--- src/rtl/bin_to_bcd_seq.sv ---
// Sequential double-dabble binary-to-BCD converter, one shift per cycle; optional ASCII output under BIN_TO_BCD_ASCII_EN.
// Latency: accept edge T -> valid_out high after edge T+IN_WIDTH; one conversion per IN_WIDTH+2 cycles with ready_in high.
// Backpressure: result held in DONE until ready_in; ready_out is purely state-based (no ready_in -> ready_out path).
module bin_to_bcd_seq #(
    parameter int IN_WIDTH = 8,
    parameter int DIGITS   = 3
) (
    input  logic                  clk_in,
    input  logic                  rst_n_in,
    input  logic [IN_WIDTH-1:0]   bin_in,
    input  logic                  valid_in,
    output logic                  ready_out,
    output logic [4*DIGITS-1:0]   bcd_out,
    output logic                  overflow_out,
    output logic                  valid_out,
    input  logic                  ready_in
`ifdef BIN_TO_BCD_ASCII_EN
    ,
    output logic [8*DIGITS-1:0]   ascii_out
`endif
);

    localparam int BW = 4 * DIGITS;
    localparam int CW = $clog2(IN_WIDTH + 1);

    // 10^DIGITS needs up to 34 bits for DIGITS=10, so compare in 64 bits.
    function automatic logic [63:0] pow10(input int n);
        logic [63:0] r;
        r = 64'd1;
        for (int i = 0; i < n; i++) begin
            r = r * 64'd10;
        end
        return r;
    endfunction

    localparam logic [63:0] LIMIT = pow10(DIGITS);

    typedef enum logic [1:0] {
        IDLE  = 2'd0,
        SHIFT = 2'd1,
        DONE  = 2'd2
    } state_t;

    state_t              state_q;
    state_t              state_d;
    logic [IN_WIDTH-1:0] sh_q;
    logic [IN_WIDTH-1:0] sh_nxt;
    logic [BW-1:0]       scr_q;
    logic [BW-1:0]       scr_adj;
    logic [BW-1:0]       scr_nxt;
    logic [CW-1:0]       cnt_q;
    logic                ovf_q;
    logic [63:0]         bin_ext;
    logic                accept;
    logic                last_shift;
    logic                unused_carry;

    assign bin_ext    = 64'(bin_in);
    assign accept     = valid_in && ready_out;
    assign last_shift = (cnt_q == CW'(1));

    // Add-3 correction on every digit that would overflow past 9 when doubled.
    always_comb begin
        scr_adj = scr_q;
        for (int i = 0; i < DIGITS; i++) begin
            if (scr_q[4*i +: 4] >= 4'd5) begin
                scr_adj[4*i +: 4] = scr_q[4*i +: 4] + 4'd3;
            end
        end
    end

    // The bit shifted out of the top digit is dropped, leaving value mod 10^DIGITS.
    assign {unused_carry, scr_nxt, sh_nxt} = {scr_adj, sh_q, 1'b0};

    always_ff @(posedge clk_in) begin
        if (!rst_n_in) begin
            state_q <= IDLE;
        end else begin
            state_q <= state_d;
        end
    end

    always_comb begin
        state_d = state_q;
        case (state_q)
            IDLE:    if (valid_in)   state_d = SHIFT;
            SHIFT:   if (last_shift) state_d = DONE;
            DONE:    if (ready_in)   state_d = IDLE;
            default:                 state_d = IDLE;
        endcase
    end

    always_comb begin
        ready_out = (state_q == IDLE);
        valid_out = (state_q == DONE);
    end

`ifdef BIN_TO_BCD_ASCII_EN
    function automatic logic [8*DIGITS-1:0] ascii_rst_val();
        logic [8*DIGITS-1:0] r;
        r = '0;
        for (int i = 0; i < DIGITS; i++) begin
            r[8*i +: 8] = (i == 0) ? 8'h30 : 8'h20;
        end
        return r;
    endfunction

    localparam logic [8*DIGITS-1:0] ASCII_RST = ascii_rst_val();

    logic [8*DIGITS-1:0] ascii_nxt;
    logic                ascii_lead;

    // Blank leading zeros from the top digit down; the units digit always prints.
    always_comb begin
        ascii_nxt  = '0;
        ascii_lead = 1'b1;
        for (int i = DIGITS - 1; i >= 1; i--) begin
            ascii_lead = ascii_lead && (scr_nxt[4*i +: 4] == 4'd0);
            ascii_nxt[8*i +: 8] = ascii_lead ? 8'h20 : {4'h3, scr_nxt[4*i +: 4]};
        end
        ascii_nxt[7:0] = {4'h3, scr_nxt[3:0]};
    end
`endif

    always_ff @(posedge clk_in) begin
        if (!rst_n_in) begin
            sh_q         <= '0;
            scr_q        <= '0;
            cnt_q        <= '0;
            ovf_q        <= 1'b0;
            bcd_out      <= '0;
            overflow_out <= 1'b0;
`ifdef BIN_TO_BCD_ASCII_EN
            ascii_out    <= ASCII_RST;
`endif
        end else begin
            case (state_q)
                IDLE: begin
                    if (accept) begin
                        sh_q  <= bin_in;
                        scr_q <= '0;
                        cnt_q <= CW'(IN_WIDTH);
                        ovf_q <= (bin_ext >= LIMIT);
                    end
                end
                SHIFT: begin
                    sh_q  <= sh_nxt;
                    scr_q <= scr_nxt;
                    cnt_q <= cnt_q - CW'(1);
                    if (last_shift) begin
                        bcd_out      <= scr_nxt;
                        overflow_out <= ovf_q;
`ifdef BIN_TO_BCD_ASCII_EN
                        ascii_out    <= ascii_nxt;
`endif
                    end
                end
                default: ;
            endcase
        end
    end

endmodule

--- config.mk ---
export PLATFORM = sky130hd
export DESIGN_NAME = bin_to_bcd_seq
export DESIGN_NICKNAME = d
export VERILOG_FILES = /design/src/rtl/bin_to_bcd_seq.sv
export SDC_FILE = /design/constraint.sdc
export NUM_CORES = 1
export LEC_CHECK = 0
export CAP_MARGIN = 40
export CORE_MARGIN = 5
export CORE_UTILIZATION = 52
export DETAILED_ROUTE_END_ITERATION = 10
export GPL_ROUTABILITY_DRIVEN = 0
export MAX_ROUTING_LAYER = met4
export PLACE_DENSITY = 0.84
export SLEW_MARGIN = 20
export SYNTH_ARGS = -nofsm -noshare
export SYNTH_HDL_FRONTEND = slang
export SYNTH_SLANG_ARGS = --single-unit
--- constraint.sdc ---
create_clock -name clk_in -period 1.7 [get_ports clk_in]
set_input_delay 0.17 -clock clk_in [delete_from_list [all_inputs] [get_ports clk_in]]
set_output_delay 0.17 -clock clk_in [all_outputs]
set_load 0.1 [all_outputs]
==> metrics.md, run 1 <==
| Metric | Value |
|---|---|
| Status | `complete, no violations` |
| Hold Path Stages | `2` |
| FFs w/ async S/R, synth | `0` |
| Final period utilization | `0.925` |
| Vias in the first global route | `1475` |
| Crit Path Max Fanout | `5` |
| Critical Path RT | `1.98 ns` |
| Endpoints failing hold | `0` |
| Fin. max-slew vios | `0` |
| Layout cells sized above 1 | `0.174` |
| PwrDens | `822 nW/um2` |
| Setup Crit Path Kind | `register to register` |
| Yosys warns | `0` |
| Die X | `68.1 um` |
| Yosys cell types | `35` |
| # IOs | `27` |
| IO Port Bufs | `25` |
| RSZ-0062 raised after global routing | `no` |
| Layout Area Growth over Synthesis | `21.2%` |
| Worst setup margin | `0.128 ns` |
| P_leak | `0.827 nW` |
| Min-delay worst type | `register to register` |
| Via count | `1560` |
| WP buf/inv | `1` |
| First-pass GRT wire length | `6.27 mm` |
| Clock sink count | `38` |
| Die height | `68.1 um` |
| Postcts setup bufs | `0` |
| Post-Syn Nets | `227` |
| Initial Utilization | `0.531` |
| Sequential share of the synthesized area | `0.433` |
| Reg2Reg Depth | `6` |
| Final net count | `254` |
| Worst slew margin | `0.569` |
| Crit path DAT | `1.85 ns` |
| Least-Margin Pin Slew | `0.646 ns` |
| DP HPWL | `2.64 mm` |
| Routed WL | `3.78 mm` |
| Peak supply drop | `0.000621 V` |
| Critical path, cell by cell | `inv_1, ha_1, nand2b_1, a21oi_2, mux2_2, o22ai_1` |
| Clock buffer count from CTS | `5` |
| Dpl ws | `0.0499 ns` |
| Clock buffer depth | `2` |
| CTS tree | `yes` |
| Synth Flop Type | `dfxtp_1` |
| EDFF count, synth | `0` |
| Avg Inst Size Synth | `8.49 um2` |
| CTS Root Cell | `clkbuf_4` |
| Slowest CP cell | `mux2_2` |
| Die ar. | `4640 um2` |
| Vias per Instance | `5.55` |
| ANT cells | `0` |
| Maxcap violations | `0` |
| Fmax | `636 MHz` |
| Synthesized instance count | `207` |
| Final setup fails | `0` |
| Core box area | `3310 um2` |
| DR pass1 iterations | `5` |
| Largest delay share family, worst path | `multiplexers` |
| GRT overflow | `0` |
| Worst skew pair latency | `0.35 ns` |
| Finished Core Util | `0.644` |
| GRT Total Usage | `0.185` |
| Synth Cell Area | `1760 um2` |
| Minimum clock period | `1.57 ns` |
| H-tree depth | `2` |
| Cell row count | `21` |
| Average wire per standard cell | `13.5 um` |
| WHS | `0.480 ns` |
| Reg clk slew, reported paths | `0.11 ns` |
| Yosys reg bits | `38` |
| Cell depth of the worst setup path | `6` |
| Initial antenna violation count | `0` |
| Final Skew | `0.0128 ns` |
| # DRC | `0` |
| Slowest Stage Delay on Critical Path | `0.37 ns` |
| Crit path launch type | `register` |
| Initial DRC count | `99` |
| CP endpoint kind | `register` |
| Largest net degree at the start of global routing | `41` |
| Routed Antenna Nets | `0` |
==> stage by stage <==
| stage | cell area [um2] | cells | setup TNS, ns | total power [mW] |
|---|---|---|---|---|
| after global placement | 2060 | 273 | 0 | 1.28 |
| after global routing | 2130 | 281 | 0 | 1.84 |
| final | 2130 | 281 | 0 | 1.75 |
| after CTS | 2120 | 281 | 0 | 1.76 |
| after floorplan | 1760 | 207 | -0.0645 | 1.19 |
| after detailed placement | 2060 | 273 | 0 | 1.28 |
==> worst paths after layout <==
kind,end,start,slack [ns]
max,bcd_out[6],scr_q[4],0.13
min,bcd_out[5],bcd_out[5],0.48
max reg2reg,bcd_out[6],scr_q[4],0.13
min reg2reg,bcd_out[5],bcd_out[5],0.48
==> repair_timing <==
| item | in CTS | in global routing |
|---|---|---|
| resized for setup | 0 | 4 |
| endpoints found under the setup margin | 0 | 5 |
| hold buffers | 0 | 0 |
==> registers in the layout, indices dropped and copies added (netlist names) <==
name / count
sh_q: 8
scr_q: 12
bcd_out: 12
state_q: 2
cnt_q: 4
==> cells in the mapped netlist, types with 5 or more instances <==
library cell / instances / area [um2]
nand2_1: 18 / 67.6
ha_1: 8 / 100
o22ai_1: 9 / 56.3
nor2_1: 10 / 37.5
nor3b_1: 5 / 37.5
clkbuf_1: 5 / 18.8
a21oi_1: 18 / 90.1
inv_1: 9 / 33.8
nor3_1: 5 / 25.0
o21ai_0: 28 / 140
nand3_1: 12 / 60.1
dfxtp_1: 38 / 761
==> cell families after synthesis <==
kind of cell | synth area share
compound gates | 0.226
xor+xnor | 0.0149
fa+ha+maj | 0.0569
buf+inv | 0.0505
flops | 0.433
mux | 0.0313
other cells | 0.00213
simple gates | 0.185
==> power by group <==
group          switching (mW)  total [mW]  internal (mW)
Clock                   0.287       0.487          0.200
Sequential             0.0274       0.957          0.929
Combinational           0.193       0.308          0.116
Total                   0.507        1.75           1.25
==> cell type report <==
class / count / area (um2)
Clock buffer: 7 / 55.1
Clock inverter: 1 / 5.00
Sequential cell: 38 / 762
Inverter: 10 / 37.5
Multi-Input combinational cell: 149 / 923
Tap cell: 46 / 57.6
Timing Repair Buffer: 30 / 290
Fill cell: 292 / 1180
==> cell usage in the layout, fill, tap and decap left out, types with 2 or more instances in the layout <==
master,instances
dfxtp_1,37
o21ai_0,28
nand2_1,18
a21oi_1,16
buf_4,16
nand3_1,12
clkdlybuf4s50_1,11
inv_1,9
o22ai_1,9
nor2_1,8
ha_1,7
nor3b_1,5
nor3_1,5
clkbuf_4,5
nand2b_1,4
nor2b_1,4
o211a_1,4
mux2_2,4
nor2_2,3
xnor2_1,3
buf_12,3
a21oi_2,2
a22oi_1,2
a21boi_0,2
==> layer usage <==
metal,vias up,wire length [um],track usage
met4,0,87,0.0819
met5,-,0,-
li1,783,-,-
met1,726,1880,0.229
met2,41,1650,0.283
met3,10,157,0.0493
==> tightest hold or removal path: stages, from the launching register on <==
cell	delay (ns)
dfxtp_1	0.32
nand2_1	0.05
o22ai_1	0.06
(Power assumes the default switching activity.)
==> run 2: changes to the inputs <==
--- a/config.mk
+++ b/config.mk
@@ -5,7 +5,7 @@
 export SDC_FILE = /design/constraint.sdc
 export NUM_CORES = 1
 export LEC_CHECK = 0
-export CAP_MARGIN = 40
+export CORE_ASPECT_RATIO = 1.25
 export CORE_MARGIN = 5
 export CORE_UTILIZATION = 52
 export DETAILED_ROUTE_END_ITERATION = 10
==> run 2 against run 1 <==
Effect of this change:
- final area rose by 0.53%
- critical endpoint is now bcd_out[10]
- first-iteration DRC count is 34% lower
- largest cell class unchanged
- worst setup slack worse by 0.015 ns
==> metrics.md, run 2 (synthesized netlist as in run 1, its figures left out) <==
| Metric | Value |
|---|---|
| Status | `complete, no violations` |
| IO Port Bufs | `25 (unchanged)` |
| Die ar. | `4650 um2 (+0.15%)` |
| Minimum clock period | `1.59 ns (+0.0151 ns)` |
| Uppermost routed layer | `met4` |
| CTS tree | `yes` |
| Layout Area Growth over Synthesis | `21.9%` |
| GRT overflow | `0 (unchanged)` |
| GRT Total Usage | `0.186 (+0.000698)` |
| DR pass1 iterations | `4 (-1)` |
| Worst skew pair latency | `0.29 ns (-0.06 ns)` |
| Initial Utilization | `0.545 (+0.0144)` |
| H-tree depth | `2 (unchanged)` |
| WHS | `0.470 ns (-0.0101 ns)` |
| CP endpoint kind | `register` |
| Least-Margin Pin Slew | `0.654 ns (+0.00827 ns)` |
| Largest net degree at the start of global routing | `41 (unchanged)` |
| Most frequent cells in the layout | `dfxtp_1, o21ai_0, nand2_1` |
| Fmax | `630 MHz (-0.95%)` |
| Wire length on met1 | `1.59 mm (-16%)` |
| Die height | `75.0 um (+10%)` |
| Initial DRC count | `65 (-34%)` |
| Final period utilization | `0.934 (+0.00888)` |
| # IOs | `27 (unchanged)` |
| Maxcap violations | `0 (unchanged)` |
| Final Skew | `0.00326 ns (-0.00955 ns)` |
| Clock buffer count from CTS | `5 (unchanged)` |
| CTS Root Cell | `clkbuf_8` |
| Setup Crit Path Kind | `register to register` |
| ANT cells | `0 (unchanged)` |
| Via count | `1562 (+0.13%)` |
| Vias in the first global route | `1437 (-2.6%)` |
| Average wire per standard cell | `13.7 um (+2.1%)` |
| Postcts setup bufs | `0 (unchanged)` |
| Layout cells sized above 1 | `0.170 (-0.00426)` |
| Worst R2R Setup Slack | `0.11 ns (-0.02 ns)` |
| Worst slew margin | `0.564 (-0.00552)` |
| Initial antenna violation count | `0 (unchanged)` |
| Routed wl met2 | `1.86 mm (+12%)` |
| Most common cell after layout, fill and taps aside | `dfxtp_1` |
| Crit path DAT | `1.81 ns (-0.04 ns)` |
| Die X | `62.0 um (-9.0%)` |
| Finished Core Util | `0.665 (+0.0210)` |
| Routed WL | `3.74 mm (-1.2%)` |
| Vias per Instance | `5.74 (+3.4%)` |
| Crit path launch type | `register` |
| Clock sink count | `38 (unchanged)` |
| Met3 wire len | `211 um (+34%)` |
| Min-delay worst type | `register to register` |
| # DRC | `0 (unchanged)` |
| Clock buffer depth | `2 (unchanged)` |
| Crit Path Max Fanout | `5 (unchanged)` |
| Reg clk slew, reported paths | `0.07 ns (-0.04 ns)` |
| Routed Antenna Nets | `0 (unchanged)` |
| Cell row count | `23 (+9.5%)` |
| PwrDens | `865 nW/um2 (+5.2%)` |
| Final net count | `255 (+0.39%)` |
| RSZ-0062 raised after global routing | `no` |
| Largest regs | `bcd_out: 12 flops, scr_q: 12 flops, sh_q: 8 flops` |
| P_leak | `0.841 nW (+1.7%)` |
| Endpoints failing hold | `0 (unchanged)` |
| Peak supply drop | `0.000592 V (-4.7%)` |
| Core box area | `3220 um2 (-2.6%)` |
| Fin. max-slew vios | `0 (unchanged)` |
| DP HPWL | `2.66 mm (+0.62%)` |
| Final setup fails | `0 (unchanged)` |
| First-pass GRT wire length | `6.24 mm (-0.34%)` |
| Critical Path RT | `1.92 ns (-0.06 ns)` |
## run 2: changes by cell type in the layout (fill, tap and decap cells not counted), sizes merged
cell	previous run	this run
clkbuf	7	5
buf	19	20
clkinv	1	2
## run 2: final cells by class
type / count / area (um2)
Timing Repair Buffer: 31 / 298
Fill cell: 262 / 1080
Tap cell: 37 / 46.3
Clock inverter: 2 / 10.0
Multi-Input combinational cell: 149 / 921
Clock buffer: 5 / 68.8
Inverter: 10 / 37.5
Sequential cell: 38 / 761
## run 2: per-layer routing
layer / up-vias / GRT usage
met4: 0 / 0.106
met5: - / -
met1: 724 / 0.222
met2: 41 / 0.287
met3: 7 / 0.0360
li1: 790 / -
## run 2: path summary, 6_finish.rpt
kind              cells past startpoint        from           to
setup / recovery                      6    scr_q[8]  bcd_out[10]
hold / removal                        2  bcd_out[9]   bcd_out[9]
hold reg to reg                       2  bcd_out[9]   bcd_out[9]
setup reg to reg                      6    scr_q[8]  bcd_out[10]
## run 2: metrics by stage
step | setup WS, ns | power [mW] | area, um2 | cells | TNS (ns)
after floorplan | -0.0416 | 1.19 | 1760 | 207 | -0.0645
after global placement | 0.132 | 1.28 | 2060 | 265 | 0
after detailed placement | 0.0804 | 1.29 | 2060 | 265 | 0
after CTS | 0.0915 | 1.86 | 2130 | 272 | 0
after global routing | 0.0134 | 1.94 | 2140 | 272 | 0
final | 0.113 | 1.85 | 2140 | 272 | 0
## run 2: what timing repair did
action                     4_1_cts  5_1_grt
hold buffers                     0        0
setup endpoints to repair        0        3
gates resized for setup          0        2
## run 2: where the power goes
part,internal [mW],leakage [nW],switching (mW)
registers,0.929,0.309,0.0305
clock network,0.275,0.0438,0.312
logic,0.116,0.488,0.190
## run 2: worst max-delay path: stages, from the launching register on
cell and delay, ns:
dfxtp_1 0.32, inv_1 0.09, ha_1 0.25, nand2b_1 0.08, a21oi_1 0.25, mux2_2 0.38
o22ai_1 0.15
==> run 3: changes to the inputs <==
--- a/config.mk
+++ b/config.mk
@@ -5,13 +5,14 @@
 export SDC_FILE = /design/constraint.sdc
 export NUM_CORES = 1
 export LEC_CHECK = 0
+export ABC_CLOCK_PERIOD_IN_PS = 1700
 export CORE_ASPECT_RATIO = 1.25
-export CORE_MARGIN = 5
-export CORE_UTILIZATION = 52
+export CORE_MARGIN = 2
+export CORE_UTILIZATION = 45
 export DETAILED_ROUTE_END_ITERATION = 10
 export GPL_ROUTABILITY_DRIVEN = 0
 export MAX_ROUTING_LAYER = met4
-export PLACE_DENSITY = 0.84
+export PLACE_DENSITY = 0.76
 export SLEW_MARGIN = 20
 export SYNTH_ARGS = -nofsm -noshare
 export SYNTH_HDL_FRONTEND = slang
==> run 3 against run 2 <==
Effect of this change:
- register-to-register slack about the same
- first-iteration DRC count decreased by 60%
- utilization is 8.8 points lower
- worst setup slack worse by 0.0071 ns
- routed wire length shrank 5.6%
- die area decreased by 4.8%
- combinational power about the same
- clock skew grew 0.0013 ns
- sequential share of layout area down 0.35 points
- sequential power shrank 0.5%
- via count down 2.0%
- worst hold slack got worse by 0.0029 ns
==> metrics.md, run 3 (synthesized netlist as in run 1, its figures left out) <==
| Metric | Value |
|---|---|
| Postcts setup bufs | `0 (unchanged)` |
| Sequential Area | `761 um2 (unchanged)` |
| Crit path DAT | `1.82 ns (about the same)` |
| CTS tree | `yes` |
| Worst slew margin | `0.587 (+0.0233)` |
| Pwr Total | `1.91 mW (+3.0%)` |
| Worst setup margin | `0.106 ns (-0.00708 ns)` |
| Core box area | `3750 um2 (+16%)` |
| DR pass1 iterations | `4 (unchanged)` |
| First-pass GRT wire length | `6.16 mm (-1.3%)` |
| Die ar. | `4430 um2 (-4.8%)` |
| CP endpoint kind | `register` |
| WHS | `0.467 ns (-0.00292 ns)` |
| Most common cell after layout, fill and taps aside | `dfxtp_1` |
| Maxcap violations | `0 (unchanged)` |
| ANT cells | `0 (unchanged)` |
| CTS Root Cell | `clkbuf_8` |
| Final net count | `255 (unchanged)` |
| Worst skew pair latency | `0.29 ns (about the same)` |
| IO Port Bufs | `25 (unchanged)` |
| Routed Antenna Nets | `0 (unchanged)` |
| Minimum clock period | `1.59 ns (+0.00708 ns)` |
| Fmax | `627 MHz (-0.44%)` |
| Cell row count | `25 (+8.7%)` |
| # IOs | `27 (unchanged)` |
| Routed WL | `3.53 mm (-5.6%)` |
| Endpoints failing hold | `0 (unchanged)` |
| Cells after DPL | `268 (+1.1%)` |
| # DRC | `0 (unchanged)` |
| Layout Area Growth over Synthesis | `23.1%` |
| Clock buffer depth | `2 (unchanged)` |
| RSZ-0062 raised after global routing | `no` |
| Clock buffer count from CTS | `5 (unchanged)` |
| Initial DRC count | `26 (-60%)` |
| Vias per Instance | `5.54 (-3.5%)` |
| Peak supply drop | `0.000365 V (-38%)` |
| Crit Path Max Fanout | `5 (unchanged)` |
| Multi-input gate area in the final layout | `922 um2 (+0.14%)` |
| Critical Path RT | `1.92 ns (about the same)` |
| Fin. max-slew vios | `0 (unchanged)` |
| Dpl ws | `0.0790 ns (-0.00144 ns)` |
| GRT Total Usage | `0.188 (+0.00238)` |
| Least-Margin Pin Slew | `0.619 ns (-0.0350 ns)` |
| Status | `complete, no violations` |
| Setup Crit Path Kind | `register to register` |
| Final setup fails | `0 (unchanged)` |
| Min-delay worst type | `register to register` |
| GRT overflow | `0 (unchanged)` |
| Reg clk slew, reported paths | `0.07 ns (about the same)` |
| Largest regs | `bcd_out: 12 flops, scr_q: 12 flops, sh_q: 8 flops` |
| Fillers | `351 (+34%)` |
| Layout cells sized above 1 | `0.178 (+0.00775)` |
| Average wire per standard cell | `12.8 um (-6.9%)` |
| Clock sink count | `38 (unchanged)` |
| DP HPWL | `2.48 mm (-6.6%)` |
| P_leak | `0.842 nW (about the same)` |
| Most frequent cells in the layout | `dfxtp_1, o21ai_0, nand2_1` |
| Initial Utilization | `0.468 (-0.0771)` |
| Vias in the first global route | `1370 (-4.7%)` |
| Final period utilization | `0.938 (+0.00417)` |
| Final Skew | `0.00460 ns (+0.00134 ns)` |
| Crit path launch type | `register` |
| H-tree depth | `2 (unchanged)` |
| PwrDens | `882 nW/um2 (+2.0%)` |
| Via count | `1530 (-2.0%)` |
| Largest net degree at the start of global routing | `41 (unchanged)` |
| Initial antenna violation count | `0 (unchanged)` |
| Post-Layout Cell Count | `276 (+1.5%)` |
| Die height | `73.9 um (-1.5%)` |
| Die X | `59.9 um (-3.4%)` |
## run 3: changes by cell type in the layout (fill, tap and decap cells not counted), sizes merged
cell	previous run	this run
clkinv	2	1
clkinvlp	0	1
clkbuf	5	6
## run 3: what timing repair did
| item | 4_1_cts | 5_1_grt |
|---|---|---|
| gates resized for setup | 0 | 3 |
| hold buffers | 0 | 0 |
| setup endpoints to repair | 0 | 4 |
## run 3: area by class of cell
class / instances / share of cell area
clock buffer: 6 / 0.0382
sequential: 38 / 0.352
timing repair buffer: 31 / 0.138
multi-input combinational: 149 / 0.426
tap: 40 / 0.0231
clock inverter: 2 / 0.00578
inverter: 10 / 0.0174
## run 3: metrics by stage
| step | instance area, um2 | TNS [ns] | utilization |
|---|---|---|---|
| floorplan | 1760 | -0.0645 | - |
| global placement | 2060 | 0 | 0.549 |
| detailed placement | 2060 | 0 | 0.549 |
| CTS | 2150 | 0 | 0.574 |
| global route | 2160 | 0 | 0.576 |
| finish | 2160 | 0 | 0.576 |
## run 3: report_power, final
group,internal [mW],switching [mW]
Combinational,0.117,0.192
Sequential,0.929,0.0262
Clock,0.326,0.319
## run 3: worst paths after layout
check                  start    endpoint  slack, ns  cells past startpoint
setup / recovery    scr_q[4]  bcd_out[6]       0.11                      6
hold / removal    bcd_out[2]  bcd_out[2]       0.47                      2
setup reg to reg    scr_q[4]  bcd_out[6]       0.11                      6
hold reg to reg   bcd_out[2]  bcd_out[2]       0.47                      2
## run 3: per-layer routing
| metal | up-vias | routed length (um) | global-route usage |
|---|---|---|---|
| met5 | - | 0 | - |
| met4 | 0 | 52 | 0.0593 |
| met3 | 5 | 131 | 0.0493 |
| met2 | 30 | 1740 | 0.298 |
| met1 | 714 | 1610 | 0.232 |
| li1 | 781 | - | - |
## run 3: critical path: stages (launching register included)
cell and delay (ns):
dfxtp_1 0.34, inv_1 0.10, ha_2 0.23, nand2b_1 0.08, a21oi_1 0.25, mux2_2 0.39
o22ai_1 0.15
==> variant, RTL diff (config.mk and constraints of run 3) <==
Make the reset (`rst_n_in`) asynchronous in 2 clocked blocks.
--- a/src/rtl/bin_to_bcd_seq.sv
+++ b/src/rtl/bin_to_bcd_seq.sv
@@ -73,5 +73,5 @@
     assign {unused_carry, scr_nxt, sh_nxt} = {scr_adj, sh_q, 1'b0};
 
-    always_ff @(posedge clk_in) begin
+    always_ff @(posedge clk_in or negedge rst_n_in) begin
         if (!rst_n_in) begin
             state_q <= IDLE;
@@ -123,5 +123,5 @@
 `endif
 
-    always_ff @(posedge clk_in) begin
+    always_ff @(posedge clk_in or negedge rst_n_in) begin
         if (!rst_n_in) begin
             sh_q         <= '0;
Formal check against the unedited RTL: differs if rst_n_in is asserted again (counterexample within 4 cycles, from zero or initial values and one cycle with rst_n_in low); with rst_n_in held inactive, the same outputs for 10 cycles.
==> variant against run 3 <==
Cell area grew 13%. Core utilization grew 1.5 points. Wire length grew 1.8%. Synthesized area grew 11%. First-iteration DRC count grew 130%. Setup slack gained 0.038 ns. Final cell count shrank 1.1%. Sequential cell count is the same. Synthesized cell count shrank 11%. Fmax grew 2.5%. Critical path depth is the same.
Power is left out: the tool's default activity adds up to more than one toggle a clock period on the data nets, which glitch-free logic cannot reach.
==> variant: results (changes against run 3) <==
| Metric | Value |
|---|---|
| Yosys warns | `0 (unchanged)` |
| Initial DRT Pass Iterations | `4 (unchanged)` |
| Sequential share of the synthesized area | `48.8% (+5.5 points)` |
| Final nets | `237 (-7.1%)` |
| Met3 usage | `5.22% (+0.29 points)` |
| Most common library cells after synthesis | `dfrtp_1 (38), o21ai_0 (23), a21oi_1 (15), nand2_1 (15), nor2b_1 (10)` |
| Largest net degree at the start of global routing | `21 (-49%)` |
| Hold Vio Cnt, Final | `0 (unchanged)` |
| Met2 usage | `26.6% (-3.2 points)` |
| Initial antenna violation count | `0 (unchanged)` |
| Async S/R FF share, synth | `100% (+100 points)` |
| Vias in the first global route | `1446 (+5.5%)` |
| Top Registers | `bcd_out: 12 flops, scr_q: 12 flops, sh_q: 8 flops` |
| Placement Cell Area | `2320 µm² (+13%)` |
| Critical path fanouts, max | `5 (unchanged)` |
| Placed wire-length estimate | `2470 µm (-0.73%)` |
| Met1 usage | `22.1% (-1.1 points)` |
| Global-route wire length before repair | `6580 µm (+6.8%)` |
| Vias per cell | `5.24 (-5.4%)` |
| Syn_nets | `205 (-9.7%)` |
| Min-delay worst type | `primary input to asynchronous set/reset pin` |
| Root Buffer | `clkbuf_8` |
| CTS max path bufs | `2 (unchanged)` |
| Depth of the most critical reg-to-reg path | `6 (unchanged)` |
| 1st-iter DRT viols | `59 (+130%)` |
| Clock skew | `0.00643 ns (+0.00183 ns)` |
| H-tree levels | `2 (unchanged)` |
| PortBufs | `25 (unchanged)` |
| R2r endpoint | `bcd_out[2]$_DFFE_PN0P_` |
| DRC Markers | `0 (unchanged)` |
| Overall routing resource usage | `17.8% (-1.0 points)` |
| Share of cells above drive strength 1 | `21.2% (+3.4 points)` |
| Number of diodes | `0 (unchanged)` |
| R2R Path Start | `scr_q[0]$_DFFE_PN0P_` |
| Worst-skew pair later-pin latency | `0.30 ns` |
| Post-synthesis cell type count | `30 (-14%)` |
| Critical Path AT | `1.74 ns (-0.08 ns)` |
| CTS clk-pin slew, worst paths | `0.07 ns (about the same)` |
| Synth top area cells | `dfrtp_1 (49%), o21ai_0 (5.9%), ha_1 (5.1%)` |
| Result of the run | `finished, final reports clean` |
| R2R Setup Slk | `0.14 ns (+0.04 ns)` |
| Routed WL | `3590 µm (+1.8%)` |
| CTS Buf Count | `5 (unchanged)` |
==> variant: kinds of logic after synthesis <==
logic type	Yosys count	synth area share (%)
adders and majority gates	8	5.13
AOI/OAI and AO/OA	59	18.3
buffers and inverters	18	4.88
xor gates and xnor gates	3	1.35
other	1	0.192
DFF	38	48.8
muxes	10	6.74
and+or+nand+nor	48	14.6
==> variant: area by class of cell <==
class,instances,area (µm²)
Tap cell,56,70.1
Clock inverter,1,30.0
Timing Repair Buffer,34,368
Multi-Input combinational cell,129,908
Sequential cell,38,951
Inverter,9,33.8
Fill cell,353,1690
Clock buffer,6,82.6
==> variant: repair_timing <==
action	4_1_cts	5_1_grt
endpoints found under the hold margin	18	0
setup buffers	0	0
gates resized for setup	0	1
hold buffers	1	0
endpoints found under the setup margin	0	3
==> variant: how the worst max path moves through the flow <==
stage | start | to | slack (ns) | cells past startpoint
2_1_floorplan | state_q[0]$_DFFE_PN0P_ | ready_out | 0.11 | 2
3_3_place_gp | scr_q[4]$_DFFE_PN0P_ | bcd_out[6]$_DFFE_PN0P_ | 0.19 | 6
3_5_place_dp | cnt_q[1]$_DFFE_PN0P_ | bcd_out[9]$_DFFE_PN0P_ | 0.17 | 5
4_1_cts | scr_q[0]$_DFFE_PN0P_ | bcd_out[2]$_DFFE_PN0P_ | 0.11 | 6
5_1_grt | scr_q[0]$_DFFE_PN0P_ | bcd_out[2]$_DFFE_PN0P_ | 0.01 | 6
6_report | scr_q[0]$_DFFE_PN0P_ | bcd_out[2]$_DFFE_PN0P_ | 0.14 | 6
==> variant: stage by stage <==
stage	instances	utilization (%)	hold slack, ns	setup WS [ns]
finish	273	59.1	0.351	0.144
global route	273	59.1	0.398	0.0106
CTS	273	59.1	0.362	0.113
detailed placement	265	56.1	0.144	0.166
global placement	265	56.1	0.143	0.186
floorplan	185	-	-0.126	0.108
==> variant: worst max-delay path: stages, from the launching register on <==
cell and delay, ns:
dfrtp_1 0.44, inv_1 0.08, ha_2 0.21, nand2b_1 0.09, a21oi_2 0.22, mux2i_1 0.13, mux2_4 0.27
==> variant: metal layers <==
layer  up-vias  routed length (µm)
met3        10                 111
met2        20                1720
met5         -                   0
met1       695                1670
met4         0                  91
li1        706                   -
